--- src/rtl/axi_rr_arbiter_if.sv ---
// ---------------------------------------------------------------------------
// axi_rr_arbiter_if
// Bundles the request/grant signals of one AXI address-channel arbiter.
//   req          per-master request (master VALID)
//   handshake    VALID & READY on the granted master's channel this cycle
//   grant        one-hot grant, all-zero when nothing is granted
//   grant_idx    index of the granted master (0 when grant_valid = 0)
//   grant_valid  OR of grant
// Modports:
//   master : the requesting side (drives req/handshake, observes grant)
//   slave  : the arbiter itself (observes req/handshake, drives grant)
// ---------------------------------------------------------------------------
interface axi_rr_arbiter_if #(
    parameter int NUM_M = 4
);
    localparam int IDX_W = (NUM_M > 1) ? $clog2(NUM_M) : 1;

    logic [NUM_M-1:0] req;
    logic             handshake;
    logic [NUM_M-1:0] grant;
    logic [IDX_W-1:0] grant_idx;
    logic             grant_valid;

    modport master (
        output req,
        output handshake,
        input  grant,
        input  grant_idx,
        input  grant_valid
    );

    modport slave (
        input  req,
        input  handshake,
        output grant,
        output grant_idx,
        output grant_valid
    );
endinterface

--- src/rtl/axi_rr_arbiter.sv ---
// ---------------------------------------------------------------------------
// axi_rr_arbiter
// N-master round-robin arbiter for one AXI address channel (AR or AW).
// A rotating priority pointer picks the first requester at or after rr_ptr.
// With LOCK_EN=1 the winner is held from its first grant until its
// handshake, so a granted VALID is never withdrawn by re-arbitration.
// The grant is combinational from req; pointer and lock state are registered.
// Ports:
//   clk    in  clock, rising edge
//   rst_n  in  asynchronous reset, active-low (forces grant to zero)
//   arb    slave modport of axi_rr_arbiter_if (req, handshake in;
//          grant, grant_idx, grant_valid out)
// ---------------------------------------------------------------------------
module axi_rr_arbiter #(
    parameter int NUM_M   = 4,
    parameter bit LOCK_EN = 1'b1
) (
    input  logic                   clk,
    input  logic                   rst_n,
    axi_rr_arbiter_if.slave        arb
);
    localparam int IDX_W = (NUM_M > 1) ? $clog2(NUM_M) : 1;

    typedef enum logic [0:0] {
        ST_IDLE   = 1'b0,
        ST_LOCKED = 1'b1
    } state_t;

    state_t           state_r;
    state_t           state_nxt_s;
    logic [IDX_W-1:0] rr_ptr_r;
    logic [IDX_W-1:0] rr_ptr_nxt_s;
    logic [IDX_W-1:0] lock_idx_r;
    logic [IDX_W-1:0] lock_idx_nxt_s;

    logic             win_found_s;
    logic [IDX_W-1:0] win_idx_s;

    logic [NUM_M-1:0] grant_s;
    logic [IDX_W-1:0] grant_idx_s;
    logic             grant_valid_s;

    // Successor index modulo NUM_M; wraps explicitly so non-power-of-2 counts work.
    function automatic logic [IDX_W-1:0] ptr_after(input logic [IDX_W-1:0] idx);
        logic [IDX_W-1:0] nxt_v;
        if (int'(idx) >= NUM_M - 1) begin
            nxt_v = '0;
        end else begin
            nxt_v = idx + IDX_W'(1'b1);
        end
        return nxt_v;
    endfunction

    // Decode an index into a one-hot request-width vector.
    function automatic logic [NUM_M-1:0] onehot(input logic [IDX_W-1:0] idx);
        logic [NUM_M-1:0] vec_v;
        vec_v      = '0;
        vec_v[idx] = 1'b1;
        return vec_v;
    endfunction

    // Round-robin scan: first requester at rr_ptr, rr_ptr+1, ... (mod NUM_M).
    always_comb begin
        int               cand_v;
        logic [IDX_W-1:0] cand_idx_v;
        logic             hit_v;
        win_found_s = 1'b0;
        win_idx_s   = '0;
        cand_v      = 0;
        cand_idx_v  = '0;
        hit_v       = 1'b0;
        for (int k = 0; k < NUM_M; k++) begin
            cand_v      = (int'(rr_ptr_r) + k) % NUM_M;
            cand_idx_v  = IDX_W'(cand_v);
            hit_v       = arb.req[cand_idx_v] & ~win_found_s;
            win_idx_s   = hit_v ? cand_idx_v : win_idx_s;
            win_found_s = win_found_s | arb.req[cand_idx_v];
        end
    end

    // Next-state and grant decode for the IDLE/LOCKED controller.
    always_comb begin
        state_nxt_s    = state_r;
        rr_ptr_nxt_s   = rr_ptr_r;
        lock_idx_nxt_s = lock_idx_r;
        grant_s        = '0;
        grant_idx_s    = '0;
        grant_valid_s  = 1'b0;
        case (state_r)
            ST_IDLE: begin
                if (win_found_s) begin
                    grant_s       = onehot(win_idx_s);
                    grant_idx_s   = win_idx_s;
                    grant_valid_s = 1'b1;
                    if (arb.handshake) begin
                        rr_ptr_nxt_s = ptr_after(win_idx_s);
                    end else if (LOCK_EN) begin
                        state_nxt_s    = ST_LOCKED;
                        lock_idx_nxt_s = win_idx_s;
                    end else begin
                        state_nxt_s = ST_IDLE;
                    end
                end else begin
                    // Nothing requested: a stray handshake changes nothing.
                    state_nxt_s = ST_IDLE;
                end
            end
            ST_LOCKED: begin
                // Held irrespective of req; a dropped req is a master protocol error.
                grant_s       = onehot(lock_idx_r);
                grant_idx_s   = lock_idx_r;
                grant_valid_s = 1'b1;
                if (arb.handshake) begin
                    state_nxt_s  = ST_IDLE;
                    rr_ptr_nxt_s = ptr_after(lock_idx_r);
                end else begin
                    state_nxt_s = ST_LOCKED;
                end
            end
            default: begin
                state_nxt_s    = ST_IDLE;
                rr_ptr_nxt_s   = '0;
                lock_idx_nxt_s = '0;
            end
        endcase
    end

    // Pointer, lock index and controller state registers.
    always_ff @(posedge clk or negedge rst_n) begin
        if (!rst_n) begin
            state_r    <= ST_IDLE;
            rr_ptr_r   <= '0;
            lock_idx_r <= '0;
        end else begin
            state_r    <= state_nxt_s;
            rr_ptr_r   <= rr_ptr_nxt_s;
            lock_idx_r <= lock_idx_nxt_s;
        end
    end

    // Grant is zero-latency; reset masks it at once even mid-cycle.
    assign arb.grant       = rst_n ? grant_s       : '0;
    assign arb.grant_idx   = rst_n ? grant_idx_s   : '0;
    assign arb.grant_valid = rst_n ? grant_valid_s : 1'b0;

endmodule

--- src/flat_wrapper.sv ---
// flat-port wrapper written by rule: the top's interface ports become plain ports
module axi_rr_arbiter_flat 
#(
    parameter int NUM_M   = 4,
    parameter bit LOCK_EN = 1'b1
)
  (clk, rst_n, arb_req, arb_handshake, arb_grant, arb_grant_idx, arb_grant_valid);
  axi_rr_arbiter_if #(.NUM_M(NUM_M)) arb_i ();
  input  logic clk;
  input  logic rst_n;
  input wire logic [$bits(arb_i.req)-1:0] arb_req;
  input wire logic [$bits(arb_i.handshake)-1:0] arb_handshake;
  output wire logic [$bits(arb_i.grant)-1:0] arb_grant;
  output wire logic [$bits(arb_i.grant_idx)-1:0] arb_grant_idx;
  output wire logic [$bits(arb_i.grant_valid)-1:0] arb_grant_valid;
  assign arb_i.req = arb_req;
  assign arb_i.handshake = arb_handshake;
  assign arb_grant = arb_i.grant;
  assign arb_grant_idx = arb_i.grant_idx;
  assign arb_grant_valid = arb_i.grant_valid;
  axi_rr_arbiter #(.NUM_M(NUM_M), .LOCK_EN(LOCK_EN)) u_core (.clk(clk), .rst_n(rst_n), .arb(arb_i));
endmodule
--- config.mk ---
export PLATFORM = sky130hd
export DESIGN_NAME = axi_rr_arbiter_flat
export DESIGN_NICKNAME = d
export VERILOG_FILES = /design/src/rtl/axi_rr_arbiter_if.sv /design/src/rtl/axi_rr_arbiter.sv /design/src/flat_wrapper.sv
export SDC_FILE = /design/constraint.sdc
export NUM_CORES = 1
export LEC_CHECK = 0
export BUFFER_PORTS_ARGS = -buffer_cell sky130_fd_sc_hd__clkbuf_2
export CAP_MARGIN = 10
export CORE_AREA = 2 2 39 41
export DETAILED_ROUTE_END_ITERATION = 7
export DIE_AREA = 0 0 41 43
export PLACE_DENSITY = 0.76
export SYNTH_ARGS = -nofsm -noshare
export SYNTH_HDL_FRONTEND = slang
export SYNTH_SLANG_ARGS = --single-unit
export TNS_END_PERCENT = 50
--- constraint.sdc ---
create_clock -name clk -period 4.1 [get_ports clk]
set_input_delay 0.82 -clock clk [delete_from_list [all_inputs] [get_ports clk]]
set_output_delay 0.82 -clock clk [all_outputs]
set_load 0.1 [all_outputs]
==> flow_summary.toml, run 1 <==
[status]
status = "finished, final reports clean"

[setup_path]
critPathMaxFanout = 5
cp-end-kind = "primary output"
critPathKind = "input pin to primary output"
start_kind = "input pin"
arrival_ns = 2.68
rrSetupSlack_ns = 2.16
cp.required_ns = 3.28

[routing]
drt-initial-drc-count = 12
post_drt_via_cell_ratio = 5.121
finalWirelength_mm = 1.180
num_vias = 507
wire_per_inst_um = 11.92
drtAntennaViolNets = 0
dr.pass1.iters = 4
route.detailed.drc = 0

[synthesis]
syn_inst = 68
synth_cell_types = 26
synth.cell_area_um2 = 578.1
synth_nets = 83
ys_ff_latch = 5
synthXorXnorAreaFrac_pct = 0
synth-simple-area-share_pct = 31.82
ys_warn_count = 0
synthAdderAreaFrac_pct = 17.32
synthMuxAreaShare_pct = 4.329
seq_area_frac_synth_pct = 21.65
synth_top_family_by_area = "simple AND/OR/NAND/NOR gates"
synth_area_per_cell_um2 = 8.501
synth_compound_area_share_pct = 19.48

[clocking]
cts_tree = "done"
clockBufferDepth = 2
cts.sinks = 5
cts_setup_buffers = 0
clkTransAtPathRegs_ns = 0.04
cts_made_buffers = 3
cts_resized = 0
ctsHoldBuffers = 0
clk_latency_ns = 0.24
cts_root_buffer = "clkbuf_4"
htree_levels = 1

[placement]
dp_hpwl_um = 883.3
post-place-cells = 95
place.gp.congestion = 0.7644
port_buffers = 13

[sta]
report.final.hold_viol_count = 0
clock-skew-final_ns = 0.004870
period_share_pct = 85.41
holdWs_ns = 0.4455
drv_slew = 0
period_needed_ns = 3.502
finalSetupViolations = 0
grt_setup_unrepaired = "false"
slew_headroom_pct = 63.78
finalSetupTns_ns = 0
tightest_slew_ns = 0.5457
fmaxAchievable_ghz = 0.2856

[cells_and_area]
final_cells = 99
layout_commonest_cell = "clkbuf_2"
final_cell_mix = "clkbuf_2 (13), a21oi_1 (10), ha_1 (8)"
antennaDiodeCount = 0
drive_above_1_share_pct = 25.30
area_delta_synth_final_pct = 17.75
layout.nets = 99

[pwr]
p_per_area_nw_per_um2 = 503.4
leakage_nw = 0.3264
total_power_mw = 0.3426
vdd_drop_max_uv = 277.9

[floorplan]
core_um2 = 1384
die_area_um2 = 1763
ios = 14
start_util_pct = 41.77
num_rows = 14
die_w_um = 41
die_h_um = 43

[grt]
grt_pass1_vias = 453
globalRouteOverflowTotal = 0
antenna_found_initial = 0
grt_pass1_wl_mm = 1.807
grt_max_degree = 19
grt_use_total_pct = 15.27

[min_path]
min_path_type = "input pin to asynchronous set/reset pin"

[run]
maxCapViolations = 0
==> final cells by class <==
cell class              instances  area [µm²]
inverters                       6       22.52
repair buffers                 13       65.06
clock buffers                   4       26.28
multi-input cells              55       421.7
well taps                      16       20.02
flip-flops and latches          5       125.1
fillers                       139       703.2
==> report_power, final <==
group          total [mW]  switching (mW)  internal (mW)
clock network      0.0553          0.0186         0.0367
logic               0.203           0.138         0.0642
registers          0.0848          0.0218         0.0630
==> synthesized netlist by cell type (all sizes together) <==
| library cell | number | area (µm²) |
|---|---|---|
| dfrtp | 5 | 125.1 |
| o22ai | 1 | 6.260 |
| mux2 | 1 | 15.01 |
| and2b | 1 | 7.510 |
| buf | 1 | 5.000 |
| nand2 | 3 | 11.26 |
| a31oi | 1 | 6.260 |
| or3 | 1 | 11.26 |
| or2b | 1 | 7.510 |
| mux2i | 1 | 10.01 |
| clkbuf | 1 | 3.750 |
| o21bai | 1 | 7.510 |
| inv | 6 | 22.52 |
| a21oi | 10 | 50.05 |
| nor4 | 1 | 21.27 |
| nor2 | 1 | 3.750 |
| and2 | 2 | 12.51 |
| or2 | 1 | 6.260 |
| nand2b | 5 | 31.28 |
| nand3 | 2 | 10.01 |
| nor2b | 5 | 31.28 |
| a311oi | 1 | 15.01 |
| o21ai | 1 | 5.000 |
| ha | 8 | 100.1 |
| o31ai | 3 | 22.52 |
| nor3b | 4 | 30.03 |
==> path summary, 6_finish.rpt <==
check | depth (start not counted) | end | from
setup / recovery | 10 | arb_grant[3] | arb_req[2]
hold / removal | 1 | u_core.state_r | rst_n
setup reg to reg | 7 | u_core.rr_ptr_r[1] | u_core.rr_ptr_r[1]
hold reg to reg | 2 | u_core.lock_idx_r[0] | u_core.lock_idx_r[0]
max in group asynchronous | 1 | u_core.rr_ptr_r[0] | rst_n
min in group clk | 2 | u_core.lock_idx_r[0] | u_core.lock_idx_r[0]
==> per-layer routing <==
layer | vias to the layer above | wire length (µm) | global-route usage, %
li1 | 265 | - | -
met5 | - | 0 | 0
met4 | 0 | 0 | 2.000
met3 | 0 | 55 | 7.853
met1 | 229 | 593 | 20.39
met2 | 13 | 532 | 22.19
==> critical path, stage by stage <==
cell      delay [ns]
clkbuf_2        0.14
mux2i_1         0.16
o22ai_1         0.12
or2_2           0.35
inv_1           0.11
ha_1            0.15
nor3b_1         0.18
a21oi_1         0.06
nor2b_1         0.13
clkbuf_2        0.46
==> sequential cells by signal, summed over array words and instances, names as in the netlist <==
register / cells
u_core.lock_idx_r: 2
u_core.rr_ptr_r: 2
u_core.state_r: 1
==> cells by family (layout without fill, tap and decap cells) <==
group / count (synthesis) / in the layout
simple gates: 27 / 27
flops: 5 / 5
buf+inv: 8 / 23
fa+ha+maj: 8 / 8
mux: 2 / 2
compound gates: 18 / 18
==> through the flow <==
step           cell area (µm²)  setup slack (ns)  util (%)
2_1_floorplan            578.1            0.1308         -
3_3_place_gp             654.4            0.6599     47.29
3_5_place_dp             654.4            0.6219     47.29
4_1_cts                  680.7            0.6208     49.19
5_1_grt                  680.7            0.4577     49.19
6_report                 680.7            0.5981     49.19
No activity file was read; power rests on OpenSTA's default activity.
==> inputs of run 2 (changes only) <==
--- a/config.mk
+++ b/config.mk
@@ -11,6 +11,7 @@
 export DETAILED_ROUTE_END_ITERATION = 7
 export DIE_AREA = 0 0 41 43
 export PLACE_DENSITY = 0.76
+export REMOVE_ABC_BUFFERS = 1
 export SYNTH_ARGS = -nofsm -noshare
 export SYNTH_HDL_FRONTEND = slang
 export SYNTH_SLANG_ARGS = --single-unit
==> flow_summary.toml, run 2 (synthesis gave the netlist of run 1 again) <==
[status]
status = "finished, final reports clean"

[routing]
num_vias = 520
drt-initial-drc-count = 8
route.detailed.drc = 0
post_drt_via_cell_ratio = 5.253
wire_per_inst_um = 11.48
dr.pass1.iters = 3
drtAntennaViolNets = 0
finalWirelength_mm = 1.137

[pwr]
vdd_drop_max_uv = 197.5
leakage_nw = 0.3264
p_per_area_nw_per_um2 = 505.2

[setup_path]
arrival_ns = 2.64
worstRegToRegCells = 7
rr_endpoint = "u_core.rr_ptr_r[1]"
start_kind = "input pin"
r2r_start = "u_core.rr_ptr_r[1]"
cp-end-kind = "primary output"
critPathMaxFanout = 5
critPathKind = "input pin to primary output"
cp.required_ns = 3.28
crit_path_end = "arb_grant[1]"
rrSetupSlack_ns = 2.12
crit_start = "arb_req[2]"

[cells_and_area]
drive_above_1_share_pct = 25.30
area_delta_synth_final_pct = 17.75
post-route-cell-area_um2 = 680.7
layout_commonest_cell = "clkbuf_2"
top_regs = "u_core.lock_idx_r (2), u_core.rr_ptr_r (2), u_core.state_r (1)"
layout.nets = 99
antennaDiodeCount = 0
fill_cells = 159
final_cell_mix = "clkbuf_2 (13), a21oi_1 (10), ha_1 (8)"

[floorplan]
die_h_um = 43
die_area_um2 = 1763
ios = 14
core_um2 = 1384
die_w_um = 41
num_rows = 14
start_util_pct = 41.77

[grt]
globalRouteOverflowTotal = 0
grt_pass1_vias = 460
grt_use_total_pct = 15.67
grt_pass1_wl_mm = 1.863
grt_max_degree = 19
antenna_found_initial = 0

[clocking]
cts_tree = "done"
cts_root_buffer = "clkbuf_4"
cts_setup_buffers = 0
cts.sinks = 5
clockBufferDepth = 2
ctsHoldBuffers = 0
htree_levels = 1
cts_resized = 0
clk_latency_ns = 0.25
clkTransAtPathRegs_ns = 0.05
cts_made_buffers = 3

[sta]
period_needed_ns = 3.461
holdWs_ns = 0.4265
period_share_pct = 84.42
grt_setup_unrepaired = "false"
slew_headroom_pct = 64.25
tightest_slew_ns = 0.5386
report.final.hold_viol_count = 0
clock-skew-final_ns = 0.002327
finalSetupViolations = 0
fmaxAchievable_ghz = 0.2889
drv_slew = 0

[placement]
placed_area_um2 = 654.4
port_buffers = 13
dp_hpwl_um = 834.4
place.gp.congestion = 0.8010

[min_path]
min_path_type = "input pin to asynchronous set/reset pin"

[run]
maxCapViolations = 0
## run 2: cell counts in the layout (fill, tap and decap cells not counted)
No cell type changed its count.
## run 2: worst max-delay path: stages
cell	delay [ns]
clkbuf_2	0.13
mux2i_1	0.14
o22ai_1	0.12
or2_2	0.35
inv_1	0.10
ha_1	0.14
nor3b_1	0.17
a21oi_1	0.06
nor2b_1	0.13
clkbuf_2	0.46
## run 2: area by class of cell
type	count	area (µm²)	share of cell area [%]
Tap cell	16	20.02	2.941
Clock buffer	4	26.28	3.860
Inverter	6	22.52	3.309
Multi-Input combinational cell	55	421.7	61.95
Sequential cell	5	125.1	18.38
Timing Repair Buffer	13	65.06	9.559
## run 2: worst min-delay path by stage
stage	endpoint	slack [ns]	cells after the start
2_1_floorplan	u_core.lock_idx_r[0]	0.52	0
3_3_place_gp	u_core.lock_idx_r[0]	0.57	2
3_5_place_dp	u_core.lock_idx_r[0]	0.58	2
4_1_cts	u_core.rr_ptr_r[0]	0.43	1
5_1_grt	u_core.state_r	0.44	1
6_report	u_core.rr_ptr_r[1]	0.43	1
## run 2: where the power goes
part / switching, mW / internal (mW)
logic: 0.136 / 0.0630
registers: 0.0218 / 0.0629
clock network: 0.0229 / 0.0370
total: 0.181 / 0.163
## run 2: metrics by stage
stage	total power [mW]	std cells	setup TNS [ns]	util (%)	setup slack [ns]
floorplan	0.2449	66	-0.2262	-	-0.2262
global placement	0.2808	95	0	47.29	0.6823
detailed placement	0.2847	95	0	47.29	0.6284
CTS	0.3487	99	0	49.19	0.6169
global route	0.3729	99	0	49.19	0.4500
finish	0.3439	99	0	49.19	0.6387
## run 2: per-layer routing
layer,wire [µm],vias to the layer above,GRT usage (%)
li1,-,268,-
met4,23,0,10.00
met2,544,14,23.13
met1,532,235,20.72
met5,0,-,0
met3,37,3,1.571
